===== config.mk =====
export PLATFORM = sky130hd
export DESIGN_NAME = i2s_rx_controller
export DESIGN_NICKNAME = d
export VERILOG_FILES = /design/src/rtl/i2s_rx_ctrl_pkg.sv /design/src/rtl/i2s_clk_gen.sv /design/src/rtl/i2s_rx_controller.sv
export SDC_FILE = /design/constraint.sdc
export NUM_CORES = 1
export LEC_CHECK = 0
export CORE_AREA = 2 2 105 107
export DETAILED_ROUTE_END_ITERATION = 8
export DIE_AREA = 0 0 107 109
export PLACE_DENSITY = 0.75
export SETUP_SLACK_MARGIN = 0.15
export SLEW_MARGIN = 5
export SYNTH_ARGS = -nofsm -noshare
export SYNTH_HDL_FRONTEND = slang
export SYNTH_HIERARCHICAL = 1
export SYNTH_SLANG_ARGS = --single-unit

===== constraint.sdc =====
create_clock -name clk_i -period 3.66 [get_ports clk_i]
set_input_delay 0.366 -clock clk_i [delete_from_list [all_inputs] [get_ports clk_i]]
set_output_delay 0.366 -clock clk_i [all_outputs]
set_load 0.1 [all_outputs]

===== src/rtl/i2s_rx_ctrl_pkg.sv =====
// ---------------------------------------------------------------------------
// i2s_rx_ctrl_pkg
// Shared types and helpers for the I2S receive controller:
//   - state_e          : controller FSM states (IDLE / RUN / STOP)
//   - LEFT / RIGHT     : channel encoding used on word select and data_is_right
//   - bit_cnt_w()      : width of the per-frame bit counter (one L+R frame)
//   - word_idx_w()     : width of the bit index inside one channel word
// ---------------------------------------------------------------------------
package i2s_rx_ctrl_pkg;

  typedef enum logic [1:0] {
    ST_IDLE = 2'd0,
    ST_RUN  = 2'd1,
    ST_STOP = 2'd2
  } state_e;

  localparam logic LEFT  = 1'b0;
  localparam logic RIGHT = 1'b1;

  // One frame is a left word followed by a right word.
  function automatic int bit_cnt_w(input int data_width);
    return $clog2(2 * data_width);
  endfunction

  function automatic int word_idx_w(input int data_width);
    return $clog2(data_width);
  endfunction

endpackage


===== src/rtl/i2s_clk_gen.sv =====
// ---------------------------------------------------------------------------
// i2s_clk_gen
// Divides clk_i down to the I2S serial clock. The counter runs 0..div_i and
// each wrap toggles SCK. rise_o / fall_o are single-cycle strobes asserted in
// the cycle whose closing clk_i edge drives SCK high / low, so logic clocked
// on that same edge sees the SCK transition as it happens.
//
// Ports:
//   clk_i   in   system clock
//   rst_i   in   synchronous active-high reset
//   en_i    in   run the divider
//   clr_i   in   force counter and SCK to 0 (wins over en_i)
//   div_i   in   half-period minus one, in clk_i cycles
//   sck_o   out  serial clock
//   rise_o  out  SCK goes high on the next clk_i edge
//   fall_o  out  SCK goes low on the next clk_i edge
// ---------------------------------------------------------------------------
module i2s_clk_gen #(
  parameter int CLK_DIV_WIDTH = 16
) (
  input  logic                     clk_i,
  input  logic                     rst_i,
  input  logic                     en_i,
  input  logic                     clr_i,
  input  logic [CLK_DIV_WIDTH-1:0] div_i,
  output logic                     sck_o,
  output logic                     rise_o,
  output logic                     fall_o
);

  logic [CLK_DIV_WIDTH-1:0] cnt_q;
  logic                     sck_q;
  logic                     tick;

  assign tick   = en_i && !clr_i && (cnt_q == div_i);
  assign rise_o = tick && !sck_q;
  assign fall_o = tick &&  sck_q;
  assign sck_o  = sck_q;

  // NOTE: state is updated with non-blocking assignments so every register
  // samples the pre-edge values; blocking here would create ordering races.
  always_ff @(posedge clk_i) begin
    if (rst_i || clr_i) begin
      cnt_q <= '0;
      sck_q <= 1'b0;
    end else if (en_i) begin
      if (tick) begin
        cnt_q <= '0;
        sck_q <= ~sck_q;
      end else begin
        cnt_q <= cnt_q + CLK_DIV_WIDTH'(1);
      end
    end
  end

endmodule


===== src/rtl/i2s_rx_controller.sv =====
// ---------------------------------------------------------------------------
// i2s_rx_controller
// Master-mode I2S receiver: generates SCK/WS for an external microphone,
// deserialises SD (MSB first, standard I2S one-bit delay) and presents each
// captured word on a valid/ready interface.
//
// Build option: I2S_RX_CTRL_STEREO_EN
//   defined   -> left and right words are delivered
//   undefined -> right words are discarded, data_is_right_o tied to LEFT
//
// Ports:
//   clk_i, rst_i       system clock, synchronous active-high reset
//   en_i               run request (ignored while stopping)
//   clk_div_i          SCK half-period minus one, latched when leaving IDLE
//   i2s_sck_o          serial clock
//   i2s_ws_o           word select (0 = left, 1 = right)
//   i2s_sd_i           serial data
//   data_o             captured word
//   data_is_right_o    channel of data_o
//   data_valid_o       data_o holds an undelivered word
//   data_ready_i       consumer accepts data_o
//   overflow_o         sticky: a completed word was dropped
//   busy_o             controller not idle
// ---------------------------------------------------------------------------
module i2s_rx_controller
  import i2s_rx_ctrl_pkg::*;
#(
  parameter int DATA_WIDTH    = 32,
  parameter int CLK_DIV_WIDTH = 16
) (
  input  logic                     clk_i,
  input  logic                     rst_i,
  input  logic                     en_i,
  input  logic [CLK_DIV_WIDTH-1:0] clk_div_i,
  output logic                     i2s_sck_o,
  output logic                     i2s_ws_o,
  input  logic                     i2s_sd_i,
  output logic [DATA_WIDTH-1:0]    data_o,
  output logic                     data_is_right_o,
  output logic                     data_valid_o,
  input  logic                     data_ready_i,
  output logic                     overflow_o,
  output logic                     busy_o
);

  localparam int BIT_CNT_W  = bit_cnt_w(DATA_WIDTH);
  localparam int WORD_IDX_W = word_idx_w(DATA_WIDTH);

  state_e                   state_q;
  logic [CLK_DIV_WIDTH-1:0] clk_div_q;
  logic [BIT_CNT_W-1:0]     bit_cnt_q;
  logic [DATA_WIDTH-2:0]    shift_q;
  logic [DATA_WIDTH-1:0]    shift_d;
  logic [DATA_WIDTH-1:0]    data_q;
  logic                     valid_q;
  logic                     ovf_q;
  logic                     busy_q;
  logic                     suppress_q;
`ifdef I2S_RX_CTRL_STEREO_EN
  logic                     right_q;
`endif

  logic rise;
  logic fall;
  logic word_done;
  logic word_chan;
  logic word_keep;

  i2s_clk_gen #(
    .CLK_DIV_WIDTH (CLK_DIV_WIDTH)
  ) u_clk_gen (
    .clk_i  (clk_i),
    .rst_i  (rst_i),
    .en_i   (state_q != ST_IDLE),
    .clr_i  (state_q == ST_IDLE),
    .div_i  (clk_div_q),
    .sck_o  (i2s_sck_o),
    .rise_o (rise),
    .fall_o (fall)
  );

  // SD is launched by the microphone on the SCK fall and held a full
  // half-period before we sample it, so it is captured directly.
  assign shift_d = {shift_q, i2s_sd_i};

  // A word ends on the rise whose bit index wraps to 0. WS has already
  // switched to the next channel, so the finished word is the other one.
  assign word_done = rise && (bit_cnt_q[WORD_IDX_W-1:0] == '0);
  assign word_chan = (bit_cnt_q[BIT_CNT_W-1] == LEFT) ? RIGHT : LEFT;

`ifdef I2S_RX_CTRL_STEREO_EN
  assign word_keep       = word_done && !suppress_q;
  assign data_is_right_o = right_q;
`else
  assign word_keep       = word_done && !suppress_q && (word_chan == LEFT);
  assign data_is_right_o = LEFT;
`endif

  assign i2s_ws_o     = bit_cnt_q[BIT_CNT_W-1];
  assign data_o       = data_q;
  assign data_valid_o = valid_q;
  assign overflow_o   = ovf_q;
  assign busy_o       = busy_q;

  always_ff @(posedge clk_i) begin
    if (rst_i) begin
      state_q    <= ST_IDLE;
      clk_div_q  <= '0;
      bit_cnt_q  <= '0;
      shift_q    <= '0;
      data_q     <= '0;
      valid_q    <= 1'b0;
      ovf_q      <= 1'b0;
      busy_q     <= 1'b0;
      suppress_q <= 1'b0;
`ifdef I2S_RX_CTRL_STEREO_EN
      right_q    <= LEFT;
`endif
    end else begin
      case (state_q)
        ST_IDLE: begin
          bit_cnt_q <= '0;
          if (en_i) begin
            state_q    <= ST_RUN;
            busy_q     <= 1'b1;
            clk_div_q  <= clk_div_i;
            ovf_q      <= 1'b0;
            suppress_q <= 1'b1;
          end
        end
        ST_RUN: begin
          if (!en_i) state_q <= ST_STOP;
        end
        ST_STOP: begin
          if (word_done && (word_chan == RIGHT)) begin
            state_q <= ST_IDLE;
            busy_q  <= 1'b0;
          end
        end
        default: begin
          state_q <= ST_IDLE;
          busy_q  <= 1'b0;
        end
      endcase

      // Divider strobes only occur outside IDLE, so these never collide
      // with the IDLE clear above.
      if (rise)      shift_q    <= shift_d[DATA_WIDTH-2:0];
      if (fall)      bit_cnt_q  <= bit_cnt_q + BIT_CNT_W'(1);
      if (word_done) suppress_q <= 1'b0;

      // A same-cycle accept frees the holding register for the new word.
      if (word_keep) begin
        if (!valid_q || data_ready_i) begin
          data_q  <= shift_d;
          valid_q <= 1'b1;
`ifdef I2S_RX_CTRL_STEREO_EN
          right_q <= word_chan;
`endif
        end else begin
          ovf_q <= 1'b1;
        end
      end else if (valid_q && data_ready_i) begin
        valid_q <= 1'b0;
      end
    end
  end

endmodule


==> impl_metrics.env <==
export IMPL_synth_seq_cells=108
export IMPL_critPathKind="flop to flop"
export IMPL_finalNonFillerCells=673
export IMPL_grt_ovfl_total=0
export IMPL_muxShareOfSynthArea_pct=13.88
export IMPL_crit_start="state_q[1]$_SDFFE_PP0P_"
export IMPL_grt_max_degree=51
export IMPL_via_per_inst=4.900
export IMPL_drt_first_pass_iters=6
export IMPL_drt_antenna_violating_nets=0
export IMPL_place_inst=657
export IMPL_antennaDiodeCount=0
export IMPL_io_buffers=57
export IMPL_setup_viol_count_final=0
export IMPL_hp_class="input pin to flop"
export IMPL_cts_root_buf="clkbuf_8"
export IMPL_initial_core_util_pct=43.54
export IMPL_synth_xor_area_share_pct=5.691
export IMPL_synth_top_area_cell="dfxtp_1"
export IMPL_cts_made_buffers=9
export IMPL_worst_slew_pin_slew_ns=1.104
export IMPL_antenna_found_initial=0
export IMPL_synth_edff_count=0
export IMPL_clock_sinks=108
export IMPL_top_level_ports=59
export IMPL_yosys_most_used_dff="dfxtp_1"
export IMPL_clkTransAtPathRegs_ns=0.10
export IMPL_r2r_start="state_q[1]$_SDFFE_PP0P_"
export IMPL_yosysWarningCount=6
export IMPL_htree_num_levels=3
export IMPL_die_y_um=109
export IMPL_min_period_ns=2.980
export IMPL_endpoint="data_o[14]$_SDFFE_PP0P_"
export IMPL_cp_data_arrival_time_ns=3.28
export IMPL_status="complete, no violations"
export IMPL_yosysSeqAreaShare_pct=46.83
export IMPL_cts_tree="yes"
export IMPL_drt_iter0_drc=148
export IMPL_synthTopCellsByArea="dfxtp_1 47%, mux2i_1 14%, nand2b_1 8.9%"
export IMPL_gp_congestion=0.8552
export IMPL_period_share_pct=81.41
export IMPL_insertion_delay_ns=0.37
export IMPL_grt_util_all_layers_pct=15.66
export IMPL_yosysUniqueCellTypes=43
export IMPL_worst_r2r_endpoint="data_o[14]$_SDFFE_PP0P_"
export IMPL_synth_simple_gate_area_share_pct=23.04
export IMPL_power_density_mw_per_mm2=370.1
export IMPL_synth_nets=509
export IMPL_dp_slack_ns=0.7333
export IMPL_leakage_nw=1.792
export IMPL_dr_total_vias=3298
export IMPL_synth_top_family_by_area="simple AND/OR/NAND/NOR gates"
export IMPL_hold_buffers=0
export IMPL_netlist_instances=485
export IMPL_maxSlewHeadroom_pct=26.05
export IMPL_post_cts_buffers=0
export IMPL_fmax_mhz=335.6
export IMPL_rsz0062_at_grt="false"
export IMPL_synth_compound_area_share_pct=5.095
export IMPL_rr_worst_depth=10
export IMPL_routed_wl_mm=8.701
export IMPL_finalHoldViolations=0
export IMPL_die_area_mm2=0.01166
export IMPL_num_rows=38
export IMPL_setup_ws_ns=0.6803
export IMPL_slew_violations=0
export IMPL_netlist_area_mm2=0.004617
export IMPL_area_growth_pct=17.07
export IMPL_synthAdderAreaFrac_pct=0.8130
export IMPL_async_flop_share_pct=0
export IMPL_worstSetupStartpointType="flop"
export IMPL_drc_errors=0
export IMPL_avgSynthCellArea_um2=9.519
export IMPL_critPathMaxFanout=32
export IMPL_avgRoutedWirePerCell_um=12.93
export IMPL_ir_worst_vdd_mv=0.2408
export IMPL_reg2reg_slack_ns=0.68
export IMPL_cts_buffer_depth=2
export IMPL_multi_input_area_mm2=0.002250
export IMPL_synth_top_cell_area_share_pct=46.83
export IMPL_endpoint_kind="flop"
export IMPL_die_x_um=107
export IMPL_critPathRequiredTime_ns=3.96
export IMPL_regArea_mm2=0.002162
export IMPL_ctsResizeCount=0
export IMPL_fin_nets=552
export IMPL_fill_cells=971
export IMPL_grt_pass1_vias=3226
export IMPL_fin_setup_tns_ns=0
export IMPL_maxCapViolations=0
export IMPL_grt_pass1_wl_mm=14.59
export IMPL_dp_hpwl_mm=5.945
export IMPL_core_area_mm2=0.01060
export IMPL_power_mw=2.000
export IMPL_hp_start="rst_i"
export IMPL_layout_drive_gt1_share_pct=5.816
export IMPL_finClkSkew_ns=0.008398
==> layout make-up <==
class                           count  share of cell area [%]
Sequential cell                   108                   40.00
Clock inverter                      5                  0.6481
Multi-Input combinational cell    340                   41.62
Inverter                            7                  0.4861
Tap cell                          140                   3.241
Timing Repair Buffer               62                   11.39
Clock buffer                       11                   2.616
==> per-stage QoR <==
step                      utilization, %  instance area (µm²)  hold WS [ns]
after floorplan                        -                 4617        0.4478
after global placement             49.32                 5229        0.4571
after detailed placement           49.32                 5229        0.4598
after CTS                          50.98                 5405        0.4388
after global routing               50.98                 5405        0.4632
final                              50.98                 5405        0.4522
==> layer usage <==
| metal | up-vias | share of wire, % | GRT usage, % |
|---|---|---|---|
| met5 | - | 0 | 0 |
| met4 | 0 | 1.4 | 6.308 |
| met3 | 12 | 4.4 | 3.885 |
| met2 | 57 | 48 | 26.71 |
| met1 | 1540 | 46 | 18.99 |
| li1 | 1689 | - | - |
==> placed cells by master, fill, tap and decap left out, types with 4 or more instances in the layout <==
cell,n
a21oi_1,25
buf_4,4
clkbuf_8,10
clkdlybuf4s50_1,56
dfxtp_1,108
inv_1,6
mux2i_1,64
nand2_1,40
nand2b_1,66
nand3_1,9
nand4_1,6
nor2_1,52
xnor2_1,6
xor2_1,24
==> cells in the mapped netlist (6+ instances only) <==
| library cell | n |
|---|---|
| xnor2_1 | 6 |
| inv_1 | 7 |
| nand2b_1 | 66 |
| nor2_1 | 52 |
| a21oi_1 | 25 |
| xor2_1 | 24 |
| nand2_1 | 40 |
| nand4_1 | 6 |
| clkbuf_1 | 14 |
| mux2i_1 | 64 |
| buf_2 | 10 |
| dfxtp_1 | 108 |
| nand3_1 | 9 |
==> worst min path at each step <==
| stage | to | slack (ns) | cells past startpoint |
|---|---|---|---|
| finish | shift_q[25]$_SDFFE_PP0P_ | 0.45 | 2 |
| global route | shift_q[25]$_SDFFE_PP0P_ | 0.46 | 2 |
| CTS | shift_q[24]$_SDFFE_PP0P_ | 0.44 | 2 |
| detailed placement | data_o[22]$_SDFFE_PP0P_ | 0.46 | 2 |
| global placement | data_o[24]$_SDFFE_PP0P_ | 0.46 | 2 |
| floorplan | clk_div_q[0]$_SDFFE_PP0P_ | 0.45 | 2 |
==> cells by family (layout without fill, tap and decap cells) <==
kind of cell               Yosys count  in the layout
AOI/OAI and AO/OA                   39             39
xor gates and xnor gates            30             30
adders and majority gates            3              3
buffers and inverters               37             85
DFF                                108            108
muxes                               64             64
other                                1              1
and+or+nand+nor                    203            203
==> report_power, final <==
group,internal [mW],switching (mW)
clock network,0.269,0.398
logic,0.0575,0.0738
registers,1.19,0.0126
==> sequential cells by signal, summed over array words and instances (netlist names) <==
| name | cells |
|---|---|
| bit_cnt_q | 6 |
| busy_o | 1 |
| clk_div_q | 16 |
| data_o | 32 |
| data_valid_o | 1 |
| overflow_o | 1 |
| shift_q | 31 |
| state_q | 2 |
| suppress_q | 1 |
| u_clk_gen/cnt_q | 16 |
| u_clk_gen/sck_o | 1 |
==> worst max-delay path, stage by stage, from the launching register on <==
cell and delay (ns):
dfxtp_1 0.46, or2_2 0.27, inv_1 0.10, nor3b_1 0.21, nand4_1 0.25, or3_1 0.41
clkinv_1 0.07, or3b_1 0.40, nor3b_4 0.23, buf_12 0.26, mux2i_1 0.22
Power figures use the tool's default switching activity.
